--- config.mk ---
export PLATFORM = sky130hd
export DESIGN_NAME = im_loader
export DESIGN_NICKNAME = d
export VERILOG_FILES = /design/src/rtl/im_loader_pkg.sv /design/src/rtl/im_word_assembler.sv /design/src/rtl/im_loader.sv
export SDC_FILE = /design/constraint.sdc
export NUM_CORES = 1
export LEC_CHECK = 0
export BUFFER_PORTS_ARGS = -buffer_cell sky130_fd_sc_hd__buf_2
export CAP_MARGIN = 20
export CORE_ASPECT_RATIO = 0.6
export CORE_MARGIN = 5
export CORE_UTILIZATION = 49
export DETAILED_ROUTE_END_ITERATION = 8
export PLACE_DENSITY = 0.73
export SLEW_MARGIN = 20
export SYNTH_ARGS = -nofsm -noshare
export SYNTH_HDL_FRONTEND = slang
export SYNTH_SLANG_ARGS = --single-unit
export TNS_END_PERCENT = 100
--- constraint.sdc ---
create_clock -name clk -period 5.35 [get_ports clk]
set_input_delay 0.8025 -clock clk [delete_from_list [all_inputs] [get_ports clk]]
set_output_delay 0.8025 -clock clk [all_outputs]
set_load 0.05 [all_outputs]
--- src/rtl/im_loader_pkg.sv ---
// im_loader_pkg: shared FSM encoding and memory geometry for the instruction-memory loader.
package im_loader_pkg;
  localparam int NMEM_DEF = 128;
  localparam int AW_DEF = 7;
  localparam int ADDR_LSB = 2;
  typedef enum logic [1:0] {
    S_IDLE  = 2'd0,
    S_RECV  = 2'd1,
    S_WRITE = 2'd2,
    S_DONE  = 2'd3
  } state_t;
endpackage

--- src/rtl/im_word_assembler.sv ---
// im_word_assembler: packs four stream bytes into one 32-bit word in the selected byte order.
module im_word_assembler #(
  parameter bit BIG_ENDIAN = 1'b1
) (
  input  logic        clk,
  input  logic        rst_n,
  input  logic        clr,
  input  logic        take,
  input  logic [7:0]  byte_data,
  output logic [31:0] word,
  output logic        word_complete
);
  logic [1:0]  cnt_q;
  logic [1:0]  lane;
  logic [31:0] word_q, word_d;
  // word reflects the incoming byte so the complete word is visible on the 4th handshake
  always_comb begin
    lane = BIG_ENDIAN ? 2'd3 - cnt_q : cnt_q;
    word_d = word_q;
    word_d[{lane, 3'b000} +: 8] = byte_data;
  end
  assign word = word_d;
  assign word_complete = take && cnt_q == 2'd3;
  always_ff @(posedge clk or negedge rst_n) begin
    if (!rst_n) begin
      cnt_q  <= 2'd0;
      word_q <= 32'd0;
    end else if (clr) begin
      cnt_q  <= 2'd0;
    end else if (take) begin
      cnt_q  <= cnt_q + 2'd1;
      word_q <= word_d;
    end
  end
endmodule

--- src/rtl/im_loader.sv ---
// im_loader: loads a byte stream into instruction memory as 32-bit words, holding the CPU while busy
// and keeping an XOR checksum of every word written.
module im_loader import im_loader_pkg::*; #(
  parameter int NMEM = NMEM_DEF,
  parameter int AW = AW_DEF,
  parameter bit BIG_ENDIAN = 1'b1
) (
  input  logic          clk,
  input  logic          rst_n,
  input  logic          start,
  input  logic          abort,
  input  logic [AW:0]   len,
  input  logic          byte_valid,
  input  logic [7:0]    byte_data,
  output logic          byte_ready,
  output logic          wr_en,
  output logic [31:0]   wr_addr,
  output logic [31:0]   wr_data,
  output logic          busy,
  output logic          done,
  output logic [31:0]   csum
);
  state_t state_q, state_d;
  logic [AW-1:0] idx_q, idx_d;
  logic [AW:0] len_q, len_d, len_clamp;
  logic [31:0] csum_q, csum_d, addr_q, addr_d, data_q, data_d, asm_word;
  logic accept_start, take, word_complete, last;
  assign byte_ready = state_q == S_RECV;
  assign busy = state_q == S_RECV || state_q == S_WRITE;
  assign done = state_q == S_DONE;
  // an abort in the write cycle cancels the strobe along with the checksum update
  assign wr_en = state_q == S_WRITE && !abort;
  assign wr_addr = addr_q;
  assign wr_data = data_q;
  assign csum = csum_q;
  assign accept_start = start && (state_q == S_IDLE || state_q == S_DONE);
  assign take = byte_valid && byte_ready && !abort;
  assign len_clamp = len > (AW+1)'(NMEM) ? (AW+1)'(NMEM) : len;
  assign last = {1'b0, idx_q} == len_q - 1'b1;
  im_word_assembler #(.BIG_ENDIAN(BIG_ENDIAN)) u_asm (
    .clk(clk),
    .rst_n(rst_n),
    .clr(accept_start || abort),
    .take(take),
    .byte_data(byte_data),
    .word(asm_word),
    .word_complete(word_complete)
  );
  always_comb begin
    state_d = state_q;
    idx_d = idx_q;
    len_d = len_q;
    csum_d = csum_q;
    addr_d = addr_q;
    data_d = data_q;
    case (state_q)
      S_IDLE, S_DONE: if (accept_start) begin
        state_d = len_clamp == '0 ? S_DONE : S_RECV;
        idx_d = '0;
        len_d = len_clamp;
        csum_d = 32'd0;
      end
      S_RECV: if (abort) state_d = S_IDLE;
        else if (word_complete) begin
          state_d = S_WRITE;
          addr_d = 32'(idx_q) << ADDR_LSB;
          data_d = asm_word;
        end
      S_WRITE: if (abort) state_d = S_IDLE;
        else begin
          csum_d = csum_q ^ data_q;
          state_d = last ? S_DONE : S_RECV;
          idx_d = last ? idx_q : idx_q + 1'b1;
        end
    endcase
  end
  always_ff @(posedge clk or negedge rst_n) begin
    if (!rst_n) begin
      state_q <= S_IDLE;
      idx_q <= '0;
      len_q <= '0;
      csum_q <= 32'd0;
      addr_q <= 32'd0;
      data_q <= 32'd0;
    end else begin
      state_q <= state_d;
      idx_q <= idx_d;
      len_q <= len_d;
      csum_q <= csum_d;
      addr_q <= addr_d;
      data_q <= data_d;
    end
  end
endmodule

==> impl_metrics.env, run 1 <==
export IMPL_io_buffers=95
export IMPL_cts_hold_buffers=0
export IMPL_first_pass_iters=5
export IMPL_grt_pass1_vias=4234
export IMPL_max_slew_margin_rel_pct=39.0
export IMPL_setup_viol=0
export IMPL_path_depth=5
export IMPL_hp_class="flip-flop to flip-flop"
export IMPL_fill_cells=921
export IMPL_cp_top_family="simple AND/OR/NAND/NOR gates"
export IMPL_worstSetupPathType="flip-flop to flip-flop"
export IMPL_slew_violations=0
export IMPL_final_cell_mix="122 x dfrtp_1, 94 x buf_2, 85 x nand2_1, 47 x o21ai_0, 39 x nor2_1"
export IMPL_intPower_w=0.00206
export IMPL_post_cts_setup_buffers=0
export IMPL_cts_resized=0
export IMPL_antenna_found_initial=0
export IMPL_clk_latency_ns=0.42
export IMPL_die_h_um=94.3
export IMPL_clk_pin_slew_ns=0.05
export IMPL_netSwitchingPower_w=0.00103
export IMPL_cts_sinks=122
export IMPL_maxCapViolations=0
export IMPL_n_antenna_cell=0
export IMPL_overflow=0
export IMPL_worst_pin_slew_ns=0.915
export IMPL_power_share_sequential_pct=34.7
export IMPL_dieArea_sq_um=14200
export IMPL_synth_cell_type_count=47
export IMPL_critPathRequiredTime_ns=5.64
export IMPL_core_area_sq_um=11400
export IMPL_gp_congestion=0.869
export IMPL_ir_drop_uv=249
export IMPL_wl_per_cell_um=17.0
export IMPL_gr_usage_all_layers_pct=20.8
export IMPL_switching_share_pct=33.3
export IMPL_grt_setup_unrepaired="no"
export IMPL_fmax_ghz=0.368
export IMPL_nets=700
export IMPL_grt_first_pass_wirelength_um=22800
export IMPL_num_rows=30
export IMPL_synthToLayoutAreaGrowth_pct=19.4
export IMPL_outcome="complete, no violations"
export IMPL_numCtsBuffers=17
export IMPL_power_density_nw_per_um2=444
export IMPL_synth_cell_area_sq_um=5810
export IMPL_comb_power_share_pct=25.3
export IMPL_initial_core_util_pct=50.7
export IMPL_routed_wl_um=14300
export IMPL_clock_path_buffers=2
export IMPL_p_clk_share_pct=39.9
export IMPL_setup_tns_ns=0
export IMPL_grt_max_degree=72
export IMPL_path_max_fanout=50
export IMPL_cp_slowest_stage_delay_ns=0.72
export IMPL_final_common_cell="dfrtp_1"
export IMPL_r2r_slack_ns=2.63
export IMPL_crit_chain="ha_1 > nand4b_1 > buf_4 > a221oi_1 > nor3_1"
export IMPL_tritoncts="built"
export IMPL_io_pins=121
export IMPL_arrival_ns=3.01
export IMPL_drc=0
export IMPL_worstReg2RegStart="u_asm.cnt_q[0]$_DFFE_PN0P_"
export IMPL_vias_per_cell=5.29
export IMPL_multi_input_area_sq_um=2490
export IMPL_hpwl_um=10000
export IMPL_finalHoldViolCount=0
export IMPL_drtIter0Drc=353
export IMPL_clock_skew_final_ns=0.00618
export IMPL_leakagePower_nw=3.51
export IMPL_min_period_ns=2.72
export IMPL_crit_path_end_kind="flip-flop"
export IMPL_layout_area_seq_sq_um=3050
export IMPL_whs_ns=0.495
export IMPL_cts_root_buf="clkbuf_16"
export IMPL_min_path_cells=1
export IMPL_critPathLaunch="u_asm.cnt_q[0]$_DFFE_PN0P_"
export IMPL_fin_crit_sh_pct=50.9
export IMPL_synth_seq_cells=122
export IMPL_die_x_um=151
export IMPL_critPathLaunchType="flip-flop"
export IMPL_htreeDepth=4
export IMPL_hold_path_endpoint="u_asm.word_q[16]$_DFFE_PN0P_"
export IMPL_drive_gt1_share_pct=21.4
export IMPL_reg2reg_to="state_q[1]$_DFFE_PN0P_"
export IMPL_netlist_instances=587
export IMPL_cp_slowest_cell="nand4b_1"
export IMPL_via_count=4454
export IMPL_min_from="u_asm.word_q[16]$_DFFE_PN0P_"
export IMPL_antenna_left=0
export IMPL_synth_area_per_cell_sq_um=9.89
export IMPL_worst_r2r_cell_count=5
export IMPL_critPathBufInv=1
export IMPL_seq_area_frac_synth_pct=52.6
export IMPL_yosys_warnings=0
per-stage QoR:
| stage | util (%) | power (W) | worst slack [ns] | std cells | cell area [sq um] |
|---|---|---|---|---|---|
| 6_report | 60.6 | 0.00308 | 2.63 | 842 | 6940 |
| 5_1_grt | 60.6 | 0.00324 | 2.41 | 842 | 6940 |
| 4_1_cts | 60.6 | 0.00309 | 2.68 | 842 | 6940 |
| 3_5_place_dp | 55.0 | 0.00186 | 2.49 | 810 | 6300 |
| 3_3_place_gp | 54.9 | 0.00183 | 2.53 | 810 | 6290 |
| 2_1_floorplan | - | 0.00168 | 3.03 | 611 | 5900 |
Yosys cell counts, drive strengths merged:
| cell type | n | area share (%) |
|---|---|---|
| dfrtp | 122 | 53 |
| nand2 | 85 | 5.5 |
| o21ai | 48 | 4.2 |
| nor2 | 40 | 2.6 |
| a21oi | 36 | 3.1 |
| nor2b | 36 | 3.9 |
| a22o | 33 | 5.0 |
| xor2 | 33 | 5.0 |
| clkbuf | 32 | 2.1 |
| buf | 28 | 3.5 |
| inv | 12 | 0.78 |
| ha | 10 | 2.2 |
| nand2b | 7 | 0.75 |
| xnor2 | 7 | 1.1 |
| mux2 | 6 | 1.2 |
| and2 | 5 | 0.54 |
| nor3 | 5 | 0.43 |
| nand3 | 4 | 0.34 |
| nor4 | 4 | 0.54 |
| a211oi | 3 | 0.39 |
| or3 | 3 | 0.41 |
| a211o | 2 | 0.30 |
| a221oi | 2 | 0.30 |
| and4b | 2 | 0.34 |
| mux2i | 2 | 0.34 |
| nand4b | 2 | 0.30 |
| nor4b | 2 | 0.41 |
| or2 | 2 | 0.22 |
| or4 | 2 | 0.26 |
| a21boi | 1 | 0.13 |
| a22oi | 1 | 0.13 |
| a31o | 1 | 0.15 |
| a31oi | 1 | 0.11 |
| a32o | 1 | 0.17 |
| and3 | 1 | 0.11 |
| and3b | 1 | 0.15 |
| and4bb | 1 | 0.22 |
| conb | 1 | 0.065 |
| nand4 | 1 | 0.11 |
| nor4bb | 1 | 0.17 |
| o31ai | 1 | 0.13 |
worst max-delay path by stage:
| stage | to | slack (ns) |
|---|---|---|
| CTS | state_q[1]$_DFFE_PN0P_ | 2.68 |
| global placement | state_q[1]$_DFFE_PN0P_ | 2.53 |
| global route | state_q[1]$_DFFE_PN0P_ | 2.41 |
| detailed placement | state_q[1]$_DFFE_PN0P_ | 2.49 |
| finish | state_q[1]$_DFFE_PN0P_ | 2.63 |
| floorplan | wr_en | 3.03 |
worst register-to-register path, delay by kind of cell (launching register included):
family / cells / cell delay, ns
compound gates: 1 / 0.38
fa+ha+maj: 1 / 0.32
buf+inv: 1 / 0.57
flops: 1 / 0.50
simple gates: 2 / 0.83
registers in the layout (all words and copies together) (netlist names):
name          flops
csum             32
idx_q             7
len_q             8
state_q           2
u_asm.cnt_q       2
u_asm.word_q     32
wr_addr           7
wr_data          32
cells by family (layout without fill, tap and decap cells):
logic type                 after synthesis  count (layout)  share of synthesized area, %
DFF                                    122             122                          52.6
AOI/OAI and AO/OA                      130             130                          14.1
other                                    1              25                        0.0646
adders and majority gates               10              10                          2.15
xor gates and xnor gates                40              40                          6.03
muxes                                    8               8                          1.51
buffers and inverters                   72             143                          6.31
and+or+nand+nor                        204             204                          17.3
power groups by stage:
stage / Combinational (W) / Sequential [W] / Clock [W]
after floorplan: 0.000605 / 0.00107 / 0
after global placement: 0.000755 / 0.00108 / 0
after detailed placement: 0.000773 / 0.00108 / 0
after CTS: 0.000777 / 0.00107 / 0.00125
after global routing: 0.000857 / 0.00108 / 0.00130
final: 0.000781 / 0.00107 / 0.00123
layout make-up:
class                   count  area share [%]
clock buffers              22            6.84
flip-flops and latches    122            44.0
well taps                 160            2.89
repair buffers             99            7.32
multi-input cells         417            35.9
inverters                  12           0.649
clock inverters            10            2.38
layer usage:
| layer | track usage (%) | share of wire, % |
|---|---|---|
| met1 | 33.0 | 51 |
| met2 | 27.1 | 40 |
| met3 | 6.22 | 8.0 |
| met4 | 5.56 | 0.91 |
| met5 | 0 | 0 |
Note: power is estimated with default switching activity, not from simulation.
==> run 2: changes to the inputs <==
PLACE_DENSITY = 0.76   (was 0.73)
clock period = 2.42 ns   (was 5.35 ns; I/O delays follow)
==> impl_metrics.env, run 2 (synthesis gave the netlist of run 1 again) <==
export IMPL_min_period_ns=2.30
export IMPL_comb_power_share_pct=27.8
export IMPL_setup_tns_ns=0
export IMPL_p_clk_share_pct=38.7
export IMPL_grtUsageMet2_pct=31.8
export IMPL_grt_first_pass_wirelength_um=24300
export IMPL_final_common_cell="dfrtp_1"
export IMPL_wl_per_cell_um=17.6
export IMPL_initial_core_util_pct=50.7
export IMPL_crit_chain="inv_1 > ha_1 > nor2b_1 > or3_1 > a31o_2 > or4_4 > a211o_1 > o21ai_2"
export IMPL_routed_wl_um=15100
export IMPL_worstSetupPathType="flip-flop to flip-flop"
export IMPL_gr_usage_all_layers_pct=22.2
export IMPL_synthToLayoutAreaGrowth_pct=22.5
export IMPL_io_buffers=95
export IMPL_worstReg2RegStart="len_q[1]$_DFFE_PN0P_"
export IMPL_min_from="start"
export IMPL_power_density_nw_per_um2=988
export IMPL_layout_cells_non_filler=860
export IMPL_dieArea_sq_um=14200
export IMPL_fmax_ghz=0.434
export IMPL_whs_ns=0.173
export IMPL_clk_pin_slew_ns=0.06
export IMPL_drive_gt1_share_pct=23.7
export IMPL_clock_path_buffers=2
export IMPL_critPathRequiredTime_ns=2.77
export IMPL_drtIter0Drc=439
export IMPL_die_h_um=94.3
export IMPL_gr_usage_met1_pct=33.6
export IMPL_core_area_sq_um=11400
export IMPL_leakagePower_nw=3.60
export IMPL_hp_class="input port to flip-flop"
export IMPL_overflow=0
export IMPL_antenna_left=0
export IMPL_grt_max_degree=61
export IMPL_ir_drop_uv=571
export IMPL_cp_slowest_cell="or4_4"
export IMPL_htreeDepth=4
export IMPL_antenna_found_initial=1
export IMPL_first_pass_iters=5
export IMPL_cp_top_family="simple AND/OR/NAND/NOR gates"
export IMPL_via_count=4689
export IMPL_place_inst=827
export IMPL_fill_cells=910
export IMPL_switching_share_pct=33.9
export IMPL_met3_usage_pct=4.63
export IMPL_io_pins=121
export IMPL_power_share_sequential_pct=33.5
export IMPL_path_max_fanout=6
export IMPL_netSwitchingPower_w=0.00238
export IMPL_busiest_layer="met1"
export IMPL_cp_slowest_stage_delay_ns=0.48
export IMPL_nets=718
export IMPL_clk_latency_ns=0.42
export IMPL_vias_per_cell=5.45
export IMPL_drc=0
export IMPL_total_power_w=0.00703
export IMPL_num_rows=30
export IMPL_setup_viol=0
export IMPL_n_antenna_cell=0
export IMPL_cts_root_buf="clkbuf_16"
export IMPL_cts_sinks=122
export IMPL_critPathLaunchType="flip-flop"
export IMPL_final_cell_mix="122 x dfrtp_1, 94 x buf_2, 85 x nand2_1, 47 x o21ai_0, 39 x nor2_1"
export IMPL_grt_pass1_vias=4487
export IMPL_critPathLaunch="len_q[1]$_DFFE_PN0P_"
export IMPL_die_x_um=151
export IMPL_fin_util_pct=62.1
export IMPL_critPathBufInv=1
export IMPL_worst_pin_slew_ns=0.599
export IMPL_maxCapViolations=0
export IMPL_finalHoldViolCount=0
export IMPL_arrival_ns=2.65
export IMPL_outcome="complete, no violations"
export IMPL_intPower_w=0.00464
export IMPL_hpwl_um=10900
export IMPL_tritoncts="built"
export IMPL_crit_path_end_kind="flip-flop"
export IMPL_max_slew_margin_rel_pct=59.7
export IMPL_gp_congestion=0.904
export IMPL_numCtsBuffers=17
export IMPL_slew_violations=0
export IMPL_fin_crit_sh_pct=95.2
export IMPL_grt_setup_unrepaired="no"
export IMPL_clock_skew_final_ns=0.0101
## run 2: per-stage QoR
stage	area [sq um]	worst slack [ns]
floorplan	5900	0.104
global placement	6440	0.0636
detailed placement	6440	-0.0501
CTS	7100	0.0277
global route	7110	0.00763
finish	7110	0.116
## run 2: what timing repair did
| item | CTS | global route |
|---|---|---|
| hold buffers | 1 | 0 |
| setup buffers | 0 | 0 |
| hold endpoints to repair | 22 | 0 |
| setup endpoints to repair | 3 | 8 |
| pin swaps | 0 | 1 |
| gates resized for setup | 1 | 2 |
## run 2: cell type report
cell class / count / area, sq um / share of cell area [%]
flip-flops and latches: 122 / 3050 / 42.9
multi-input cells: 417 / 2500 / 35.1
repair buffers: 117 / 671 / 9.43
clock buffers: 20 / 457 / 6.42
well taps: 160 / 200 / 2.81
clock inverters: 12 / 188 / 2.64
inverters: 12 / 45.0 / 0.633
## run 2: path summary, 6_finish.rpt
check	to	slack, ns	cells after the start
max in group asynchronous	u_asm.word_q[10]$_DFFE_PN0P_	1.40	3
worst max-delay path	idx_q[6]$_DFFE_PN0P_	0.12	8
worst min-delay path	u_asm.cnt_q[0]$_DFFE_PN0P_	0.17	2
min in group asynchronous	u_asm.word_q[15]$_DFFE_PN0P_	0.40	2
worst min register to register	wr_addr[8]$_DFFE_PN0P_	0.48	2
worst max register to register	idx_q[6]$_DFFE_PN0P_	0.12	8
## run 2: power by group through the flow
stage	Clock [W]	Combinational, W	Sequential [W]
CTS	0.00275	0.00191	0.00236
finish	0.00272	0.00195	0.00236
floorplan	0	0.00134	0.00237
global route	0.00284	0.00212	0.00238
global placement	0	0.00183	0.00238
detailed placement	0	0.00189	0.00239
## run 2: worst reg2reg max path: cells and delay by family (launching register included)
kind | cells | cell delay [ns]
AND/OR/NAND/NOR | 3 | 1.01
flip-flops | 1 | 0.36
AO/OA/AOI/OAI | 3 | 0.61
buffers and inverters | 1 | 0.05
adder cells (fa/ha/maj) | 1 | 0.20
## run 2: metal layers
layer	vias up	part of all wire, %	wire [um]
li1	2135	-	-
met1	2281	47	7120
met2	241	41	6250
met3	30	10	1510
met4	2	1.6	249
met5	-	0.046	7
